`config.mk`:
```
export PLATFORM = sky130hd
export DESIGN_NAME = param_readback_tx
export DESIGN_NICKNAME = d
export VERILOG_FILES = /design/src/rtl/param_readback_tx.sv
export SDC_FILE = /design/constraint.sdc
export NUM_CORES = 1
export LEC_CHECK = 0
export BUFFER_PORTS_ARGS = -buffer_cell sky130_fd_sc_hd__buf_2
export CORE_MARGIN = 2
export CORE_UTILIZATION = 40
export CTS_CLUSTER_DIAMETER = 120
export DETAILED_ROUTE_END_ITERATION = 8
export PLACE_DENSITY = 0.64
export SLEW_MARGIN = 40
export SYNTH_ARGS = -nofsm -noshare
export SYNTH_HDL_FRONTEND = slang
export SYNTH_SLANG_ARGS = --single-unit
```
`constraint.sdc`:
```
create_clock -name clk_i -period 5.6 [get_ports clk_i]
set_input_delay 1.12 -clock clk_i [delete_from_list [all_inputs] [get_ports clk_i]]
set_output_delay 1.12 -clock clk_i [all_outputs]
set_load 0.03 [all_outputs]
```
`src/rtl/param_readback_tx.sv`:
```
// ---------------------------------------------------------------------------
// param_readback_tx
// Reports the active pulse-sequencer parameter set back to the LabView host
// as a 19-byte frame of 8N1 UART characters on txd. A send strobe copies all
// field inputs into a shadow register, and the frame is built from that copy.
//
// Frame: SYNC, {6'b0,bl,pu}, per[3], p1wid[2], del[2], p2wid[2], nut_w,
//        nut_d[2], cp, p_bl, p_bl_off[2], checksum (8-bit sum of bytes 1..17)
//        Multi-byte fields go out MSB byte first; bits go out LSB first.
//
// Ports
//   clk_i          system clock
//   reset_n_i      asynchronous active-low reset
//   send_i         one-cycle frame request (queued one deep while busy)
//   pu_i .. p_bl_off_i  parameter fields to report
//   txd_o          UART serial out, idle high
//   busy_o         high while a frame is in flight or pending
//   frame_done_o   one-cycle pulse the cycle after the last stop bit
// ---------------------------------------------------------------------------
module param_readback_tx #(
    parameter int          CLKS_PER_BIT = 104,
    parameter logic [7:0]  SYNC_BYTE    = 8'hA5
) (
    input  logic        clk_i,
    input  logic        reset_n_i,
    input  logic        send_i,
    input  logic        pu_i,
    input  logic        bl_i,
    input  logic [23:0] per_i,
    input  logic [15:0] p1wid_i,
    input  logic [15:0] del_i,
    input  logic [15:0] p2wid_i,
    input  logic [7:0]  nut_w_i,
    input  logic [15:0] nut_d_i,
    input  logic [7:0]  cp_i,
    input  logic [7:0]  p_bl_i,
    input  logic [15:0] p_bl_off_i,
    output logic        txd_o,
    output logic        busy_o,
    output logic        frame_done_o
);

    // state   | meaning
    // S_IDLE  | line idle high, waiting for send
    // S_START | driving the start bit of the current byte
    // S_DATA  | shifting out data bits, LSB first
    // S_STOP  | driving the stop bit; chooses next byte / frame end
    typedef enum logic [1:0] {
        S_IDLE  = 2'd0,
        S_START = 2'd1,
        S_DATA  = 2'd2,
        S_STOP  = 2'd3
    } state_t;

    localparam int                CNT_W     = $clog2(CLKS_PER_BIT);
    localparam logic [CNT_W-1:0]  CNT_LOAD  = CNT_W'(CLKS_PER_BIT - 1);
    localparam logic [4:0]        LAST_BYTE = 5'd18;
    localparam int                FIELD_W   = 136;  // bytes 1..17

    state_t               state_q, state_d;
    logic [CNT_W-1:0]     cnt_q, cnt_d;
    logic [2:0]           bit_q, bit_d;
    logic [4:0]           byte_q, byte_d;
    logic [7:0]           shift_q, shift_d;
    logic [7:0]           csum_q, csum_d;
    logic                 pending_q, pending_d;
    logic [FIELD_W-1:0]   shadow_q;
    logic                 txd_q, txd_d;
    logic                 busy_q;
    logic                 frame_done_q;

    logic                 tc;
    logic                 start_frame;
    logic                 frame_end;
    logic [4:0]           nxt_idx;
    logic [7:0]           nxt_byte;
    logic [FIELD_W-1:0]   field_bus;

    // Byte 1 sits in the top of the bus so byte k is a fixed slice.
    assign field_bus = {6'b0, bl_i, pu_i, per_i, p1wid_i, del_i, p2wid_i,
                        nut_w_i, nut_d_i, cp_i, p_bl_i, p_bl_off_i};

    function automatic logic [7:0] field_byte(input logic [FIELD_W-1:0] bus,
                                              input logic [4:0]         idx);
        logic [7:0] r;
        r = 8'h00;
        for (int k = 0; k < 17; k++) begin
            if (idx == 5'(k + 1)) r = bus[(16 - k) * 8 +: 8];
        end
        return r;
    endfunction

    assign tc = (cnt_q == '0);

    always_comb begin
        state_d     = state_q;
        cnt_d       = cnt_q;
        bit_d       = bit_q;
        byte_d      = byte_q;
        shift_d     = shift_q;
        csum_d      = csum_q;
        pending_d   = pending_q;
        start_frame = 1'b0;
        frame_end   = 1'b0;
        txd_d       = 1'b1;
        nxt_idx     = byte_q + 5'd1;
        nxt_byte    = (nxt_idx == LAST_BYTE) ? csum_q : field_byte(shadow_q, nxt_idx);

        if (!tc) cnt_d = cnt_q - CNT_W'(1);

        case (state_q)
            S_IDLE: begin
                if (send_i) start_frame = 1'b1;
            end
            S_START: begin
                if (tc) begin
                    state_d = S_DATA;
                    cnt_d   = CNT_LOAD;
                    bit_d   = 3'd0;
                end
            end
            S_DATA: begin
                if (tc) begin
                    cnt_d = CNT_LOAD;
                    if (bit_q == 3'd7) begin
                        state_d = S_STOP;
                    end else begin
                        bit_d   = bit_q + 3'd1;
                        shift_d = {1'b0, shift_q[7:1]};
                    end
                end
            end
            S_STOP: begin
                if (tc) begin
                    if (byte_q == LAST_BYTE) begin
                        frame_end = 1'b1;
                        // A send landing on this cycle counts as pending.
                        if (pending_q || send_i) start_frame = 1'b1;
                        else                     state_d     = S_IDLE;
                    end else begin
                        state_d = S_START;
                        cnt_d   = CNT_LOAD;
                        byte_d  = nxt_idx;
                        shift_d = nxt_byte;
                        // Checksum tracks bytes 1..17 as they are loaded, so it
                        // is complete by the time byte 18 is selected.
                        if (nxt_idx != LAST_BYTE) csum_d = csum_q + nxt_byte;
                    end
                end
            end
            default: state_d = S_IDLE;
        endcase

        if (start_frame) begin
            state_d   = S_START;
            cnt_d     = CNT_LOAD;
            bit_d     = 3'd0;
            byte_d    = 5'd0;
            shift_d   = SYNC_BYTE;
            csum_d    = 8'h00;
            pending_d = 1'b0;
        end else if (send_i && state_q != S_IDLE) begin
            pending_d = 1'b1;
        end

        // txd is registered, so it is derived from the upcoming state.
        case (state_d)
            S_START: txd_d = 1'b0;
            S_DATA:  txd_d = shift_d[0];
            default: txd_d = 1'b1;
        endcase
    end

    always_ff @(posedge clk_i or negedge reset_n_i) begin
        if (!reset_n_i) begin
            state_q      <= S_IDLE;
            cnt_q        <= '0;
            bit_q        <= 3'd0;
            byte_q       <= 5'd0;
            shift_q      <= 8'h00;
            csum_q       <= 8'h00;
            pending_q    <= 1'b0;
            shadow_q     <= '0;
            txd_q        <= 1'b1;
            busy_q       <= 1'b0;
            frame_done_q <= 1'b0;
        end else begin
            state_q      <= state_d;
            cnt_q        <= cnt_d;
            bit_q        <= bit_d;
            byte_q       <= byte_d;
            shift_q      <= shift_d;
            csum_q       <= csum_d;
            pending_q    <= pending_d;
            txd_q        <= txd_d;
            busy_q       <= (state_d != S_IDLE);
            frame_done_q <= frame_end;
            if (start_frame) shadow_q <= field_bus;
        end
    end

    assign txd_o        = txd_q;
    assign busy_o       = busy_q;
    assign frame_done_o = frame_done_q;

endmodule
```
# After elaboration in Yosys (flattened, before gate mapping)
# Cells that the tools add are included.
# word_totals
register_bits	167
latch_bits	0
ramBits	0
romBits	0
in_bits	133
out_inout_bits	3
word_cells	128
n_memories	0
# op_classes
add_sub_neg	4
n_mul	0
div	0
order_cmp	0
n_eq_ne	32
shifts	0
muxes	63
bitwise_logic	0
reduce_logical	17
# ops
cell	n
8-bit 2-to-1 mux	27
5-bit by 4-bit == test with 1-bit output, second input constant	8
7-bit 2-to-1 mux	5
5-bit by 3-bit == test with 1-bit output, second input constant	4
5-bit == test, second input constant	4
5-bit 2-to-1 mux	4
2-bit 2-to-1 mux	8
8-bit one-hot mux with 2 select lines	1
3-bit inequality test, second input constant	5
7-bit one-hot mux with 2 select lines	1
3-bit 2-to-1 mux	4
2-bit nonzero test	6
5-bit by 2-bit == test with 1-bit output, second input constant	2
1-bit 2-to-1 mux	9
8-bit adder	1
4-bit AND reduction	2
7-bit zero test	1
7-bit by 1-bit subtractor with 7-bit output, second input constant	1
2-bit == test, second input constant	3
2-bit one-hot mux with 3 select lines	1
3-bit one-hot mux with 2 select lines	1
3-bit nonzero test	2
5-bit by 1-bit adder with 5-bit output, second input constant	1
5-bit by 1-bit == test with 1-bit output, second input constant	1
other kinds (12)	14

# Logic depth before layout (Yosys ltp)
# Gate-level depths: netlist (run 1).
# logic_depth
ltp_word	26
depth_mapped	22
ltp_nobuf	21

# Worst setup path after synthesis (run 1)
# No wires, ideal clock.
# synth_path
kind	register to register
from	register byte_q[0]
to	register csum_q[7]
setup_ns	0.131
t_arrival_ns	4.064
required_time_ns	5.469
path_slack_ns	1.405
path_stages_with_launch	22
path_buffers	1
synth_period_minus_slack_ns	4.195
path_cell_list	dfrtp_1 ha_1 nor2b_1 nor3b_1 o21ai_1 buf_2 o22ai_1 a222oi_1 a22o_1 a21oi_1 o221ai_1 a21oi_1 ha_1 inv_1 o21ai_0 a21oi_1 o21bai_1 a21oi_1 nor3b_1 o21a_1 a2111oi_2 nand2_1
# synth_between
elab_chain_cells	26
word_cells_on_any_way	53
classes_between	add/sub (2); eq/ne (21); mux (26); reduce/logical (4)
# synth_lines
item	line_no	rtl
start: declaration	63	logic [4:0] byte_q, byte_d;
start signal: assignment	191	byte_q <= byte_d;
5-bit by 1-bit adder with 5-bit output	106	nxt_idx = byte_q + 5'd1;
5-bit by 1-bit == test with 1-bit output	88	if (idx == 5'(k + 1)) r = bus[(16 - k) * 8 +: 8];
2-bit 2-to-1 mux	88	
8-bit 2-to-1 mux (16 in a row)	88	
8-bit 2-to-1 mux	107	nxt_byte = (nxt_idx == LAST_BYTE) ? csum_q : field_byte(shadow_q, nxt_idx);
8-bit adder	147	if (nxt_idx != LAST_BYTE) csum_d = csum_q + nxt_byte;
8-bit 2-to-1 mux	147	
8-bit 2-to-1 mux	135	if (byte_q == LAST_BYTE) begin
8-bit 2-to-1 mux	134	if (tc) begin
8-bit 2-to-1 mux	111	case (state_q)
8-bit 2-to-1 mux	154	if (start_frame) begin
end signal: assignment	193	csum_q <= csum_d;
end: declaration	65	logic [7:0] csum_q, csum_d;
# Several ways; a longest one is shown, not always the timed one. The select of a mux whose other input is x is not followed.
# A chain may end at the register's enable or synchronous reset.

# Worst setup path after layout (run 1)
# Same ends and word-level chain as after synthesis.

==> flow_metrics.py, run 1 <==
metrics = {
    "critical_path": {
        "cpMostUsedCell": "a21oi_1",
        "crit_path_end": "csum_q[7]",
        "arrival_ps": 5430,
        "cp-end-kind": "register",
        "critPathLaunch": "byte_q[0]",
        "r2r-end": "csum_q[7]",
        "worstReg2RegStart": "byte_q[0]",
        "rrSetupSlack_ps": 480,
        "path_buf_inv": 1,
        "critPathLaunchType": "register",
        "path_class": "reg2reg",
        "cp_data_required_time_ps": 5920,
        "max_stage_delay_ps": 560,
        "reg2reg_depth": 19,
        "cp_max_fo": 9,
        "cp.depth": 19,
        "crit_path_top_delay_cell": "dfrtp_1",
        "crit_chain": "ha_1, nand3_2, xnor2_1, a21oi_1, a222oi_1, a22o_1, a21oi_1, o221ai_1, a21oi_1, ha_1, inv_1, o21ai_0, a21oi_1, o21bai_1, a21oi_1, nor3b_1, o21a_1, a2111oi_2, nand2_1",
        "path_delay_family": "compound AO/OA/AOI/OAI gates",
    },
    "synthesis": {
        "async_flop_share": 1.00,
        "ys_top_cells_by_area": "dfrtp_1 (46%), nand2_1 (19%), a21oi_1 (3.2%)",
        "seq_area_frac_synth": 0.464,
        "ys_seq_elements": 167,
        "synth.distinct_cells": 83,
        "synth_most_common_cell": "nand2_1",
        "synth_top_area_cell": "dfrtp_1",
        "yosys-top-cells-count": "nand2_1 (454), dfrtp_1 (166), a21oi_1 (58), nor2_1 (58), o21ai_0 (49)",
        "netlist_instances": 1128,
        "synth.top_cell.area_share": 0.461,
        "yosysWarningCount": 0,
        "synth_area_per_cell_um2": 7.99,
        "syn_area_um2": 9010,
        "synth_edf_count": 0,
        "syn_nets": 1282,
        "synth-main-ff-cell": "dfrtp_1",
    },
    "cts": {
        "cts_tree": "built",
        "clkLatencyLatePin_ps": 450,
        "path_clk_slew_ps": 70,
        "cts-root-buf": "clkbuf_16",
        "cts-htree-levels": 4,
        "hold_buffers": 0,
        "cts_buffer_depth": 2,
        "cts_resized": 0,
        "numCtsBuffers": 17,
        "post_cts_buffers": 0,
        "cts.sinks": 167,
    },
    "flow_run": {
        "max_cap_viol_count": 0,
    },
    "global_routing": {
        "grt_pass1_vias": 8260,
        "grt_usage": 0.233,
        "grt_pass1_wl_mm": 43.4,
        "grt.overflow.total": 0,
        "antenna_found_initial": 0,
        "grt_max_degree": 112,
    },
    "floorplanning": {
        "pin_count": 136,
        "start_util": 0.410,
        "die_height_um": 154,
        "row_count": 54,
        "dieWidth_um": 154,
        "die-area_um2": 23700,
        "core_um2": 22000,
    },
    "power_and_ir_drop": {
        "powerDensity_nw_per_um2": 248,
        "p_total_w": 0.00261,
        "internal-power_w": 0.00193,
        "netSwitchingPower_w": 0.000687,
        "seqPwrFrac": 0.495,
        "p_clk_frac": 0.455,
        "combPwrFrac": 0.050,
        "ir_drop_v": 0.000186,
        "swShare": 0.263,
        "power_leakage_nw": 5.12,
    },
    "final_layout": {
        "fin_nets": 1387,
        "areaGrowthSynthToFinish_pct": 17.2,
        "final_cells": 1526,
        "drive_gt1_frac": 0.167,
        "final_area_um2": 10600,
        "num_antenna_cells": 0,
    },
    "routing": {
        "drc_errors": 0,
        "drt-initial-drc-count": 858,
        "vias": 8340,
        "viasPerCell": 5.47,
        "finalWirelength_mm": 27.1,
        "ant_nets": 0,
        "first_pass_iters": 7,
        "post_drt_wl_per_cell_um": 17.7,
    },
    "timing": {
        "skew_ps": 17.4,
        "setup_viol": 0,
        "slew_viol_final": 0,
        "max_freq_mhz": 195,
        "min_period_ps": 5120,
        "hold_viol": 0,
        "setup_tns_ps": 0,
        "min_period_over_period": 0.914,
        "tightest_slew_ps": 790,
        "grt_setup_unrepaired": "no",
        "relSlewSlack": 0.470,
    },
    "worst_hold_path": {
        "whs_path_depth": 2,
        "holdCritPathClass": "reg2reg",
    },
    "placed_design": {
        "globalplace.congestion": 0.978,
        "numPortBuffers": 135,
        "place.detailed.hpwl_mm": 19.8,
        "dp.cells": 1493,
        "detailed_place.area_um2": 9930,
    },
    "status": {
        "outcome": "completed",
    },
}
## how the worst min path moves through the flow
| stage | to | slack, ps | startpoint |
|---|---|---|---|
| after global routing | state_q[0] | 500 | reset_n_i |
| final | shadow_q[102] | 470 | shadow_q[102] |
| after floorplan | shadow_q[26] | 440 | shadow_q[26] |
| after detailed placement | shadow_q[45] | 460 | shadow_q[45] |
| after global placement | shadow_q[99] | 450 | shadow_q[99] |
| after CTS | shadow_q[45] | 480 | shadow_q[45] |
## stage by stage
| step | worst slack [ps] | util | hold slack, ps |
|---|---|---|---|
| 2_1_floorplan | 1400 | - | 437 |
| 3_3_place_gp | 829 | 0.451 | 455 |
| 3_5_place_dp | 656 | 0.452 | 460 |
| 4_1_cts | 605 | 0.479 | 476 |
| 5_1_grt | 67.3 | 0.481 | 497 |
| 6_report | 482 | 0.481 | 472 |
## power groups by stage
stage | logic (W) | registers, W | clock network, W
4_1_cts | 0.000132 | 0.00129 | 0.00121
6_report | 0.000131 | 0.00129 | 0.00119
2_1_floorplan | 0.0000492 | 0.00130 | 0
5_1_grt | 0.000153 | 0.00130 | 0.00126
3_3_place_gp | 0.000128 | 0.00132 | 0
3_5_place_dp | 0.000131 | 0.00132 | 0
## worst reg2reg max path, stage by stage (launching register included)
cell and delay, ps:
dfrtp_1 560, ha_1 360, nand3_2 260, xnor2_1 550
a21oi_1 270, a222oi_1 430, a22o_1 230, a21oi_1 90
o221ai_1 280, a21oi_1 120, ha_1 310, inv_1 90
o21ai_0 90, a21oi_1 210, o21bai_1 100, a21oi_1 270
nor3b_1 120, o21a_1 220, a2111oi_2 340, nand2_1 80
## state kept, by name, indices dropped and copies added (netlist names)
register,flops
csum_q,8
bit_q,3
cnt_q,7
busy_o,1
state_q,2
pending_q,1
shadow_q,130
shift_q,8
frame_done_o,1
byte_q,5
txd_o,1
## placed cells by master (no fill, tap or decap), drive strengths merged, types with 6 or more instances in the layout
master,synthesis,final
nand2,455,455
a21oi,59,59
nand2b,6,6
a31oi,7,7
nand3,26,26
a22oi,7,7
ha,20,20
o21ai,55,55
o221ai,9,9
buf,21,150
o22ai,15,15
nor2b,8,8
and3,9,9
clkbuf,43,18
a211oi,9,9
inv,25,33
o21a,8,8
nor2,58,58
dfrtp,166,166
xnor2,13,13
nor3,13,13
and2,7,7
## layer usage
| layer | track usage | vias up | share of wire |
|---|---|---|---|
| li1 | - | 4005 | - |
| met1 | 0.296 | 3984 | 0.42 |
| met2 | 0.397 | 292 | 0.50 |
| met3 | 0.0451 | 59 | 0.053 |
| met4 | 0.0828 | 0 | 0.031 |
| met5 | 0 | - | 0 |
## cells by family (layout without fill, tap and decap cells)
| logic type | Yosys count | count (layout) | synth area share |
|---|---|---|---|
| XOR/XNOR | 15 | 15 | 0.0154 |
| AO/OA/AOI/OAI | 225 | 225 | 0.167 |
| multiplexers | 3 | 3 | 0.00389 |
| AND/OR/NAND/NOR | 608 | 608 | 0.279 |
| adder cells (fa/ha/maj) | 21 | 21 | 0.0300 |
| buffers and inverters | 89 | 207 | 0.0412 |
| flip-flops | 167 | 167 | 0.464 |
## layout make-up
type / count / area (µm²)
fill: 2194 / 11400
multi-input combinational: 872 / 4500
sequential: 167 / 4180
timing repair buffer: 150 / 843
clock buffer: 18 / 439
tap: 280 / 350
clock inverter: 14 / 155
inverter: 25 / 93.8
Power figures use the tool's default switching activity.
==> run 2: changes to the inputs <==
Settings changed: GPL_TIMING_DRIVEN set to 0.
==> run 2 against run 1 <==
Against the previous run:
- sequential share of layout area fell by 0.62 points
- worst setup slack got worse by 120 ps
- clock power barely moved
- wire length rose by 5.4%
- sequential power barely moved
- critical path type unchanged
- maximum frequency fell by 2.3%
- utilization rose by 0.76 points
- final cell count rose by 3.3%
- die area did not move
- total power rose by 0.90%
- cell area rose by 1.6%
==> flow_metrics.py, run 2 (synthesis results as in run 1) <==
metrics = {
    "critical_path": {
        "critPathLaunchType": "register",
        "crit_chain": "inv_1, ha_1, clkbuf_1, clkbuf_2, clkbuf_2, nand2_1, o21ai_0, nand4_1, a22o_1, a21oi_1, o221ai_1, a21oi_1, ha_1, inv_1, o21ai_0, a21oi_1, o21bai_1, a21oi_1, nor3b_1, o21a_1, a2111oi_2, nand2_1",
        "arrival_ps": 5550,
        "cpMostUsedCell": "a21oi_1",
        "path_class": "reg2reg",
        "path_buf_inv": 5,
        "crit_path_top_delay_cell": "dfrtp_1",
        "max_stage_delay_ps": 490,
        "cp-end-kind": "register",
        "cp_max_fo": 10,
        "cp_data_required_time_ps": 5920,
        "path_delay_family": "compound AO/OA/AOI/OAI gates",
    },
    "cts": {
        "numCtsBuffers": 17,
        "post_cts_buffers": 0,
        "cts-root-buf": "clkbuf_16",
        "clkLatencyLatePin_ps": 450,
        "cts_tree": "built",
        "path_clk_slew_ps": 60,
        "cts.sinks": 167,
        "cts-htree-levels": 4,
        "cts_buffer_depth": 2,
    },
    "power_and_ir_drop": {
        "p_clk_frac": 0.460,
        "combPwrFrac": 0.051,
        "netSwitchingPower_w": 0.000632,
        "internal-power_w": 0.00200,
        "ir_drop_v": 0.000169,
        "swShare": 0.240,
        "power_leakage_nw": 5.22,
        "seqPwrFrac": 0.489,
        "powerDensity_nw_per_um2": 246,
    },
    "floorplanning": {
        "die_height_um": 154,
        "dieWidth_um": 154,
        "pin_count": 136,
        "die-area_um2": 23700,
        "row_count": 54,
        "start_util": 0.410,
        "core_um2": 22000,
    },
    "placed_design": {
        "detailed_place.area_um2": 10100,
        "dp.cells": 1545,
        "post-place-ws_ps": -30.0,
        "globalplace.congestion": 0.945,
        "place.detailed.hpwl_mm": 21.6,
        "numPortBuffers": 135,
    },
    "global_routing": {
        "grt.overflow.total": 0,
        "antenna_found_initial": 0,
        "grt_max_degree": 73,
        "grt_pass1_wl_mm": 45.3,
        "grt_pass1_vias": 8560,
        "grt_usage": 0.246,
    },
    "final_layout": {
        "final_area_um2": 10700,
        "final_common_cell": "nand2_1",
        "regMostFlops": "shadow_q",
        "reg.largest.list": "shadow_q x130, csum_q x8, shift_q x8",
        "final_cells": 1577,
        "areaGrowthSynthToFinish_pct": 19.0,
        "drive_gt1_frac": 0.167,
        "layout_common_cells": "nand2_1 (454), dfrtp_1 (166), buf_2 (148)",
        "fin_nets": 1438,
        "num_antenna_cells": 0,
        "largest_reg_flops": 130,
    },
    "routing": {
        "drc_errors": 0,
        "post_drt_wl_per_cell_um": 18.1,
        "vias": 8575,
        "first_pass_iters": 5,
        "finalWirelength_mm": 28.5,
        "drt-initial-drc-count": 705,
        "ant_nets": 0,
        "viasPerCell": 5.44,
    },
    "timing": {
        "setup_viol": 0,
        "min_period_over_period": 0.935,
        "min_period_ps": 5240,
        "hold_viol": 0,
        "whs_ps": 481,
        "grt_setup_unrepaired": "no",
        "setup_slack_ps": 363,
        "setup_tns_ps": 0,
        "skew_ps": 13.3,
        "max_freq_mhz": 191,
        "tightest_slew_ps": 790,
        "relSlewSlack": 0.471,
        "slew_viol_final": 0,
    },
    "worst_hold_path": {
        "holdCritPathClass": "reg2reg",
    },
    "status": {
        "outcome": "completed",
    },
    "flow_run": {
        "max_cap_viol_count": 0,
    },
}
[run 2: changes by cell type in the layout (fill, tap and decap cells not counted), sizes merged]
cell | before | now
buf | 150 | 158
bufinv | 0 | 2
clkbuf | 18 | 63
clkinv | 4 | 3
inv | 33 | 30
[run 2: worst reg2reg max path, delay by kind of cell (launching register included)]
kind / cells / cell delay [ps]
AO/OA/AOI/OAI: 11 / 2320
buffers and inverters: 5 / 1380
adder cells (fa/ha/maj): 2 / 500
flip-flops: 1 / 490
AND/OR/NAND/NOR: 4 / 440
[run 2: cell type report]
type | count | area, µm²
plain buffers | 64 | 280
clock buffers | 20 | 457
clock inverters | 12 | 138
fillers | 2186 | 11200
inverters | 25 | 93.8
multi-input cells | 872 | 4490
flip-flops and latches | 167 | 4180
well taps | 280 | 350
repair buffers | 137 | 741
[run 2: layer usage]
| layer | part of all wire | track usage | vias to the layer above |
|---|---|---|---|
| met4 | 0.036 | 0.102 | 0 |
| met2 | 0.49 | 0.417 | 297 |
| met3 | 0.050 | 0.0397 | 72 |
| li1 | - | - | 4112 |
| met1 | 0.43 | 0.313 | 4094 |
| met5 | 0 | 0 | - |
[run 2: power by group through the flow]
stage | Combinational (W) | Sequential (W) | Clock [W]
2_1_floorplan | 0.0000492 | 0.00130 | 0
3_3_place_gp | 0.000127 | 0.00131 | 0
3_5_place_dp | 0.000136 | 0.00131 | 0
4_1_cts | 0.000137 | 0.00129 | 0.00122
5_1_grt | 0.000157 | 0.00129 | 0.00127
6_report | 0.000134 | 0.00129 | 0.00121
[run 2: what timing repair did]
action,CTS,global route
pin swaps,0,0
setup endpoints to repair,1,1
gates cloned,0,0
resized for setup,1,4
hold buffers,0,0
[run 2: per-stage QoR]
step / total power (W) / util
floorplan: 0.00134 / -
global placement: 0.00144 / 0.457
detailed placement: 0.00145 / 0.460
CTS: 0.00265 / 0.488
global route: 0.00272 / 0.488
finish: 0.00264 / 0.488
[run 2: final timing paths]
| kind | depth (start not counted) | slack (ps) | endpoint | startpoint |
|---|---|---|---|---|
| hold / removal | 2 | 480 | shadow_q[28] | shadow_q[28] |
| setup / recovery | 22 | 360 | csum_q[7] | byte_q[1] |
| max in group asynchronous | 3 | 4110 | shadow_q[109] | reset_n_i |
| min in group asynchronous | 1 | 520 | cnt_q[0] | reset_n_i |
| setup reg to reg | 22 | 360 | csum_q[7] | byte_q[1] |
| hold reg to reg | 2 | 480 | shadow_q[28] | shadow_q[28] |
==> run 3: changes to the inputs <==
Settings changed: BUFFER_PORTS_ARGS -buffer_cell sky130_fd_sc_hd__buf_2 to not set, CTS_BUF_LIST set to sky130_fd_sc_hd__clkbuf_4, DONT_BUFFER_PORTS set to 1, PLACE_DENSITY 0.64 to 0.61.
Clock period 5.6 ns to 4.6 ns, I/O delays scaled along.
==> run 3 against run 2 <==
Against the previous run:
- worst setup slack lost 230 ps
- final cell count down 7.2%
- count of clock-buffer cells in the layout fell by 1
- sequential share of layout area increased by 1.9 points
- cell area shrank 4.6%
- via count down 4.8%
- critical endpoint unchanged
- largest cell class unchanged
==> flow_metrics.py, run 3 (synthesis results as in run 1) <==
metrics = {
    "status": {
        "outcome": "completed",
    },
    "cts": {
        "cts-root-buf": "clkbuf_4",
        "cts_tree": "built",
        "cts-htree-levels": 4,
        "clkLatencyLatePin_ps": 590,
        "cts_buffer_depth": 2,
        "numCtsBuffers": 17,
        "path_clk_slew_ps": 150,
        "cts.sinks": 167,
    },
    "placed_design": {
        "numPortBuffers": 0,
        "globalplace.congestion": 0.928,
        "detailed_place.area_um2": 9370,
        "place.detailed.hpwl_mm": 20.7,
    },
    "critical_path": {
        "crit_chain": "ha_4, and2_4, a21o_1, a31oi_4, o22ai_2, a222oi_1, o22ai_1, a41o_1, ha_4, o21a_1, a21oi_2, o21bai_1, a21oi_2, nor4b_1, o21a_1, a2111oi_4, nand2_1",
        "path_class": "reg2reg",
        "path_delay_family": "compound AO/OA/AOI/OAI gates",
        "path_buf_inv": 0,
        "crit_path_top_delay_cell": "a222oi_1",
        "rrSetupSlack_ps": 130,
        "cp_max_fo": 8,
        "critPathLaunch": "byte_q[1]",
        "worstReg2RegStart": "byte_q[1]",
        "max_stage_delay_ps": 530,
        "critPathLaunchType": "register",
        "cp_data_required_time_ps": 5120,
        "arrival_ps": 4980,
        "cp-end-kind": "register",
    },
    "routing": {
        "drt-initial-drc-count": 649,
        "finalWirelength_mm": 28.7,
        "post_drt_wl_per_cell_um": 19.6,
        "vias": 8161,
        "first_pass_iters": 5,
        "drc_errors": 0,
        "ant_nets": 0,
        "viasPerCell": 5.58,
    },
    "global_routing": {
        "grt.overflow.total": 0,
        "grt_max_degree": 161,
        "grt_pass1_wl_mm": 43.8,
        "antenna_found_initial": 1,
        "grt_usage": 0.239,
        "grt_pass1_vias": 7900,
    },
    "floorplanning": {
        "dieWidth_um": 154,
        "start_util": 0.410,
        "pin_count": 136,
        "die-area_um2": 23700,
        "core_um2": 22000,
        "row_count": 54,
        "die_height_um": 154,
    },
    "timing": {
        "max_freq_mhz": 224,
        "min_period_ps": 4470,
        "setup_viol": 0,
        "slew_viol_final": 0,
        "tightest_slew_ps": 767,
        "relSlewSlack": 0.485,
        "min_period_over_period": 0.971,
        "skew_ps": 22.6,
        "hold_viol": 0,
    },
    "final_layout": {
        "drive_gt1_frac": 0.122,
        "largest_reg_flops": 130,
        "layout_common_cells": "nand2_1 (453), dfrtp_1 (164), nor2_1 (57)",
        "areaGrowthSynthToFinish_pct": 13.6,
        "final_common_cell": "nand2_1",
        "fin_nets": 1324,
        "multi_input_area_um2": 4730,
        "regMostFlops": "shadow_q",
        "final_area_um2": 10200,
        "seq_area_um2": 4180,
        "fill_cells": 2166,
        "reg.largest.list": "shadow_q x130, csum_q x8, shift_q x8",
    },
    "power_and_ir_drop": {
        "power_leakage_nw": 4.75,
        "p_total_w": 0.00272,
        "ir_drop_v": 0.000143,
        "powerDensity_nw_per_um2": 265,
    },
    "flow_run": {
        "max_cap_viol_count": 0,
    },
    "worst_hold_path": {
        "holdCritPathClass": "in2async",
    },
}
[run 3: cell count changes in the layout (fill, tap and decap cells not counted), moves of 4 or more]
cell | previous run | this run
clkbuf_1 | 41 | 29
a21oi_1 | 57 | 51
a21oi_2 | 2 | 8
clkbuf_2 | 3 | 9
o22ai_1 | 15 | 11
buf_2 | 148 | 16
buf_4 | 3 | 26
ha_1 | 20 | 16
clkbuf_4 | 0 | 19
clkbuf_16 | 17 | 0
[run 3: repair_timing]
action                                  in CTS  in global routing
buffers inserted                             2                 18
cloned                                       0                  0
pin swaps                                    1                 19
endpoints found under the hold margin        8                 90
hold buffers                                 1                  2
endpoints found under the setup margin       5                  2
gates resized for setup                     39                 45
[run 3: report_power, final]
group / leakage, nW / internal (W) / switching [W]
Combinational: 2.60 / 0.0000402 / 0.0000691
Sequential: 1.97 / 0.00153 / 0.0000438
Clock: 0.177 / 0.000496 / 0.000539
Total: 4.75 / 0.00206 / 0.000652
[run 3: per-stage QoR]
| step | setup WS, ps | instances | hold WS, ps | util | setup TNS [ps] |
|---|---|---|---|---|---|
| final | 133 | 1463 | 170 | 0.466 | 0 |
| after global routing | -71.2 | 1463 | 124 | 0.466 | -71.2 |
| after CTS | 5.86 | 1442 | 1.05 | 0.451 | 0 |
| after detailed placement | -1020 | 1408 | 463 | 0.427 | -1510 |
| after global placement | -972 | 1408 | 461 | 0.426 | -1470 |
| after floorplan | 405 | 1128 | 437 | - | 0 |
[run 3: cell type report]
class / instances / share of cell area
multi-input combinational: 872 / 0.462
sequential: 167 / 0.409
tap: 280 / 0.0342
buffer: 64 / 0.0307
timing repair buffer: 23 / 0.0208
clock inverter: 12 / 0.0196
clock buffer: 19 / 0.0139
inverter: 25 / 0.00954
antenna: 1 / 0.000244
[run 3: worst paths after layout]
path | end | depth (start not counted)
max | csum_q[7] | 17
min reg2reg | shadow_q[84] | 2
min | txd_o | 0
max in group asynchronous | cnt_q[5] | 1
min in group clk_i | shadow_q[89] | 2
max reg2reg | csum_q[7] | 17
[run 3: routing by layer]
layer / up-vias / wire [µm] / global-route usage
met4: 0 / 954 / 0.0881
met2: 295 / 14100 / 0.407
met1: 3910 / 11900 / 0.300
met3: 64 / 1700 / 0.0488
met5: - / 0 / 0
li1: 3892 / - / -
